--- config.mk ---
export PLATFORM = sky130hd
export DESIGN_NAME = eject
export DESIGN_NICKNAME = d
export VERILOG_FILES = /design/src/rtl/eject_pkg.sv /design/src/rtl/eject_fifo.sv /design/src/rtl/eject.sv
export SDC_FILE = /design/constraint.sdc
export NUM_CORES = 1
export LEC_CHECK = 0
export ABC_AREA = 1
export CORE_ASPECT_RATIO = 0.5
export CORE_MARGIN = 4
export CORE_UTILIZATION = 50
export DETAILED_ROUTE_END_ITERATION = 8
export PLACE_DENSITY_LB_ADDON = 0.1
export SETUP_SLACK_MARGIN = 0.2
export SLEW_MARGIN = 15
export SYNTH_ARGS = -nofsm -noshare
export SYNTH_HDL_FRONTEND = slang
export SYNTH_HIERARCHICAL = 1
export SYNTH_SLANG_ARGS = --single-unit
--- constraint.sdc ---
create_clock -name clk -period 3.7 [get_ports clk]
set_input_delay 0.37 -clock clk [delete_from_list [all_inputs] [get_ports clk]]
set_output_delay 0.37 -clock clk [all_outputs]
set_load 0.01 [all_outputs]
--- src/rtl/eject_pkg.sv ---
// Shared types and constants for the MinBD ejector: flit layout, widths and default FIFO depth.
package eject_pkg;

  localparam int COORD_W      = 4;
  localparam int AGE_W        = 4;
  localparam int NUM_CH       = 4;
  localparam int EJ_DEPTH_DEF = 4;

  typedef struct packed {
    logic               vld;
    logic [COORD_W-1:0] dst_x;
    logic [COORD_W-1:0] dst_y;
    logic [AGE_W-1:0]   age;
  } flit_int_t;

  function automatic logic [2:0] popcount4(input logic [3:0] v);
    return 3'(v[0]) + 3'(v[1]) + 3'(v[2]) + 3'(v[3]);
  endfunction

endpackage

--- src/rtl/eject_fifo.sv ---
// Ejection FIFO: registered head, no fall-through, explicit pointer wrap so any depth >= 2 works.
module eject_fifo
  import eject_pkg::*;
#(
  parameter int EJ_DEPTH = EJ_DEPTH_DEF
) (
  input  logic                           clk,
  input  logic                           reset,
  input  logic                           push,
  input  logic                           pop,
  input  flit_int_t                      din,
  output flit_int_t                      dout,
  output logic                           vld,
  output logic [$clog2(EJ_DEPTH+1)-1:0]  count
);

  localparam int PTR_W = $clog2(EJ_DEPTH);
  localparam int CNT_W = $clog2(EJ_DEPTH+1);

  flit_int_t        mem_r [EJ_DEPTH];
  logic [PTR_W-1:0] wr_ptr_r;
  logic [PTR_W-1:0] rd_ptr_r;
  logic [CNT_W-1:0] count_r;

  // Storage array; contents survive reset, only the pointers are cleared.
  always_ff @(posedge clk) begin
    if (push) begin
      mem_r[wr_ptr_r] <= din;
    end
  end

  // Pointer and occupancy bookkeeping.
  always_ff @(posedge clk) begin
    if (reset) begin
      wr_ptr_r <= {PTR_W{1'b0}};
      rd_ptr_r <= {PTR_W{1'b0}};
      count_r  <= {CNT_W{1'b0}};
    end else begin
      if (push) begin
        wr_ptr_r <= (wr_ptr_r == PTR_W'(EJ_DEPTH-1)) ? {PTR_W{1'b0}} : wr_ptr_r + PTR_W'(1);
      end
      if (pop) begin
        rd_ptr_r <= (rd_ptr_r == PTR_W'(EJ_DEPTH-1)) ? {PTR_W{1'b0}} : rd_ptr_r + PTR_W'(1);
      end
      case ({push, pop})
        2'b10:   count_r <= count_r + CNT_W'(1);
        2'b01:   count_r <= count_r - CNT_W'(1);
        default: count_r <= count_r;
      endcase
    end
  end

  assign dout  = mem_r[rd_ptr_r];
  assign vld   = (count_r != {CNT_W{1'b0}});
  assign count = count_r;

endmodule

--- src/rtl/eject.sv ---
// MinBD ejector: removes the oldest local flit from the four channels into an ejection FIFO.
// Optional EJECT_STATS_EN adds ej_cnt / ej_defl_cnt statistics counters.
module eject
  import eject_pkg::*;
#(
  parameter int CUR_X    = 0,
  parameter int CUR_Y    = 0,
  parameter int EJ_DEPTH = EJ_DEPTH_DEF
) (
  input  logic        clk,
  input  logic        reset,
  input  flit_int_t   din_0,
  input  flit_int_t   din_1,
  input  flit_int_t   din_2,
  input  flit_int_t   din_3,
  output flit_int_t   dout_0,
  output flit_int_t   dout_1,
  output flit_int_t   dout_2,
  output flit_int_t   dout_3,
  output logic        eject_vld,
  output flit_int_t   eject_flit,
  input  logic        eject_rdy
`ifdef EJECT_STATS_EN
  ,output logic [31:0] ej_cnt
  ,output logic [31:0] ej_defl_cnt
`endif
);

  localparam int CNT_W = $clog2(EJ_DEPTH+1);

  flit_int_t        din_s  [NUM_CH];
  flit_int_t        dout_s [NUM_CH];
  logic [NUM_CH-1:0] cand_s;
  logic [NUM_CH-1:0] sel_oh_s;
  logic             b01_s, b23_s, v01_s, v23_s, hi_s, any_s;
  logic [AGE_W-1:0] a01_s, a23_s;
  logic [1:0]       sel_idx_s;
  logic             push_s, pop_s;
  logic [CNT_W-1:0] count_s;
  flit_int_t        sel_flit_s;

  assign din_s[0] = din_0;
  assign din_s[1] = din_1;
  assign din_s[2] = din_2;
  assign din_s[3] = din_3;

  // Candidate detection: valid flits addressed to this router.
  always_comb begin
    for (int i = 0; i < NUM_CH; i++) begin
      cand_s[i] = din_s[i].vld &&
                  (din_s[i].dst_x == COORD_W'(CUR_X)) &&
                  (din_s[i].dst_y == COORD_W'(CUR_Y));
    end
  end

  // Two-level age tree; strict '>' keeps the lower channel on equal ages.
  always_comb begin
    b01_s     = cand_s[1] && (!cand_s[0] || (din_s[1].age > din_s[0].age));
    b23_s     = cand_s[3] && (!cand_s[2] || (din_s[3].age > din_s[2].age));
    v01_s     = cand_s[0] || cand_s[1];
    v23_s     = cand_s[2] || cand_s[3];
    a01_s     = b01_s ? din_s[1].age : din_s[0].age;
    a23_s     = b23_s ? din_s[3].age : din_s[2].age;
    hi_s      = v23_s && (!v01_s || (a23_s > a01_s));
    sel_idx_s = hi_s ? {1'b1, b23_s} : {1'b0, b01_s};
    any_s     = v01_s || v23_s;
  end

  assign pop_s      = eject_vld && eject_rdy;
  assign push_s     = any_s && ((count_s < CNT_W'(EJ_DEPTH)) || pop_s) && !reset;
  assign sel_flit_s = din_s[sel_idx_s];

  // Clear vld only on the channel actually written into the FIFO.
  always_comb begin
    for (int i = 0; i < NUM_CH; i++) begin
      sel_oh_s[i]   = push_s && (sel_idx_s == 2'(i));
      dout_s[i]     = din_s[i];
      dout_s[i].vld = din_s[i].vld && !sel_oh_s[i];
    end
  end

  assign dout_0 = dout_s[0];
  assign dout_1 = dout_s[1];
  assign dout_2 = dout_s[2];
  assign dout_3 = dout_s[3];

  eject_fifo #(.EJ_DEPTH(EJ_DEPTH)) u_fifo (
    .clk   (clk),
    .reset (reset),
    .push  (push_s),
    .pop   (pop_s),
    .din   (sel_flit_s),
    .dout  (eject_flit),
    .vld   (eject_vld),
    .count (count_s)
  );

`ifdef EJECT_STATS_EN
  logic [31:0] ej_cnt_r;
  logic [31:0] ej_defl_cnt_r;

  // Ejection and deflection statistics; every candidate not pushed is a deflection.
  always_ff @(posedge clk) begin
    if (reset) begin
      ej_cnt_r      <= 32'd0;
      ej_defl_cnt_r <= 32'd0;
    end else begin
      ej_cnt_r      <= ej_cnt_r + 32'(push_s);
      ej_defl_cnt_r <= ej_defl_cnt_r + 32'(popcount4(cand_s)) - 32'(push_s);
    end
  end

  assign ej_cnt      = ej_cnt_r;
  assign ej_defl_cnt = ej_defl_cnt_r;
`endif

endmodule

==> results.yml <==
outcome:
  status: "finished clean"
critical_path:
  worstPathArrival_ns: 2.93
  reg2reg_depth: 15
  worstSetupPathType: "in2out"
  crit_fanout: 4
  rr_startpoint: "u_fifo/count[1]"
  ff2ff_setup_slack_ns: 1.48
  worstSetupStartpointType: "primary input"
  cp-end-kind: "primary output"
  cp.required_ns: 3.33
  r2r-end: "u_fifo/count[2]"
timing:
  clock.fmax_mhz: 303
  setup_viol: 0
  finalCritPeriodShare_pct: 89.3
  final-hold-violation-count: 0
  tightest_slew_ns: 1.02
  slew_headroom_pct: 32.0
  fin_skew_ns: 0.00320
  rsz0062_at_grt: "no"
  finalCriticalPeriod_ns: 3.30
  slew_viol_final: 0
  hold_ws_ns: 0.513
worst_hold_path:
  hp-class: "reg2reg"
  hold_path_end: "u_fifo/count[0]"
  min-delay-start: "u_fifo/count[0]"
  whs_path_depth: 2
placed_design:
  dp.cells: 677
  portBuffers: 120
  place_hpwl_um: 6980
  gp_congestion: 0.891
power_and_ir_drop:
  p_leak_nw: 2.38
  p_per_area_nw_per_um2: 366
  peakVddDrop_mv: 0.225
  p_total_mw: 2.00
clock_tree:
  cts_made_buffers: 9
  cts_tree: "yes"
  cts_root_buf: "clkbuf_16"
  clk_latency_ns: 0.32
  htree_levels: 3
  cts_sinks: 61
  clk_path_buf_depth: 2
  path_clk_slew_ns: 0.05
  hold_buffers: 0
floorplanning:
  num_io_pins: 121
  die_h_um: 71.2
  std_cell_rows: 22
  coreArea_um2: 7540
  die-area_um2: 9560
  start_util_pct: 52.9
  die_x_um: 134
global_routing:
  grtUsageTotal_pct: 19.7
  first_global_vias: 3183
  grt_max_degree: 28
  grt_pass1_wl_um: 14800
  grt-ovfl-total: 0
  antenna_found_initial: 0
drt:
  drc: 0
  wl_um: 9230
  dr.pass1.iters: 4
  drt_iter0_drc: 169
  ant_nets: 0
  vias_per_cell: 4.73
  wl_per_cell_um: 13.2
  vias: 3300
yosys:
  syn-num-nets: 554
  netlist_area_um2: 3990
  synth_edf_count: 52
  syn_avg_cell_area_um2: 8.32
  async_flop_share_pct: 0
  syn_inst: 480
  synthFlopType: "edfxtp_1"
  ys_seq_area_share_pct: 43.6
  ys_types: 33
  ys.warnings.count: 6
  ys_seq_elements: 61
cells_and_area:
  nNetsFinal: 658
  area_growth_pct: 36.6
  drive_above_1_share_pct: 16.0
  final_common_cell: "clkdlybuf4s50_1"
  stdcell_count: 697
  num_antenna_cells: 0
  nFillCells: 607
  layout_common_cells: "clkdlybuf4s50_1, nor2_1, nand2_1"
flow_run:
  max_cap_viol_count: 0
[per-stage QoR]
| stage | util (%) | worst slack (ns) | TNS, ns | area, µm² |
|---|---|---|---|---|
| global placement | 67.2 | -0.0869 | -0.228 | 5070 |
| floorplan | - | 1.00 | 0 | 3990 |
| global route | 72.3 | 0.171 | 0 | 5450 |
| finish | 72.3 | 0.397 | 0 | 5450 |
| detailed placement | 67.2 | -0.115 | -0.340 | 5070 |
| CTS | 71.2 | 0.201 | 0 | 5370 |
[metal layers]
layer	vias to the layer above	share of wire (%)	global-route usage, %
met5	-	0	0
met4	0	1.4	6.09
met3	12	8.7	8.03
met2	103	47	33.0
met1	1463	43	23.6
li1	1722	-	-
[flip-flops by register name (all words and copies together) (netlist names), named ones only]
signal / cells
u_fifo/count: 3
u_fifo/mem_r: 52
u_fifo/rd_ptr_r: 2
u_fifo/wr_ptr_r: 2
[cells by family (layout without fill, tap and decap cells)]
family | after synthesis | in the layout | share of synthesized area [%]
buffers and inverters | 126 | 235 | 17.9
xor gates and xnor gates | 1 | 1 | 0.219
adders and majority gates | 19 | 19 | 6.14
DFF | 61 | 61 | 43.6
and+or+nand+nor | 219 | 219 | 24.6
AOI/OAI and AO/OA | 54 | 54 | 7.49
[worst max-delay path, stage by stage]
cell and delay (ns):
clkdlybuf4s50_1 0.52, ha_4 0.22, nand2_1 0.05, inv_1 0.04, nand2_1 0.05, nand2_1 0.06
nand2_2 0.10, nand2_2 0.08, nand2_2 0.09, nand2_1 0.06, and2_1 0.14, ha_1 0.30
a21oi_1 0.18, nand2_1 0.08, nand2_2 0.10, nand2_2 0.07, nand2_4 0.11, nor2_2 0.04
a21oi_1 0.13, buf_2 0.15
[Yosys cell counts (all sizes together), types with 3 or more instances]
cell    number  area share (%)
o22ai       13             2.0
buf         55              11
dfxtp        9             4.5
nand4        4            0.63
and2         3            0.47
nand3       29             3.9
ha          18             5.6
o21ai       30             3.9
nor2        94              10
a21oi        9             1.2
edfxtp      52              39
nand2       88             9.6
inv         71             6.9
[repair_timing]
action / in CTS / in global routing
pin swaps: 2 / 12
gates cloned: 0 / 0
resized for setup: 8 / 31
setup buffers: 2 / 2
endpoints found under the setup margin: 4 / 4
[area by class of cell]
type                       count  area (µm²)  area share, %
clock buffer                   9         225           4.13
clock inverter                 7        52.6          0.964
inverter                      71         274           5.03
multi-input combinational    293        1620           29.6
sequential                    61        1740           32.0
tap                          108         135           2.48
timing repair buffer         148        1410           25.8
[worst max-delay path by stage]
stage,to,startpoint,cells after the start,slack (ns)
after detailed placement,dout_3[12],din_0[2],23,-0.11
final,dout_3[12],din_1[3],20,0.40
after CTS,dout_0[12],din_0[2],24,0.20
after global routing,dout_3[12],din_1[2],22,0.17
after floorplan,dout_3[12],din_0[1],21,1.00
after global placement,dout_3[12],din_2[2],23,-0.09
[where the power goes]
group          leakage, nW  switching [mW]  internal, mW  total [mW]
logic                 1.70           0.220         0.246       0.466
clock network        0.135           0.292         0.453       0.745
registers            0.540          0.0278         0.758       0.786
total                 2.38           0.540          1.46        2.00
(Power assumes the default switching activity.)
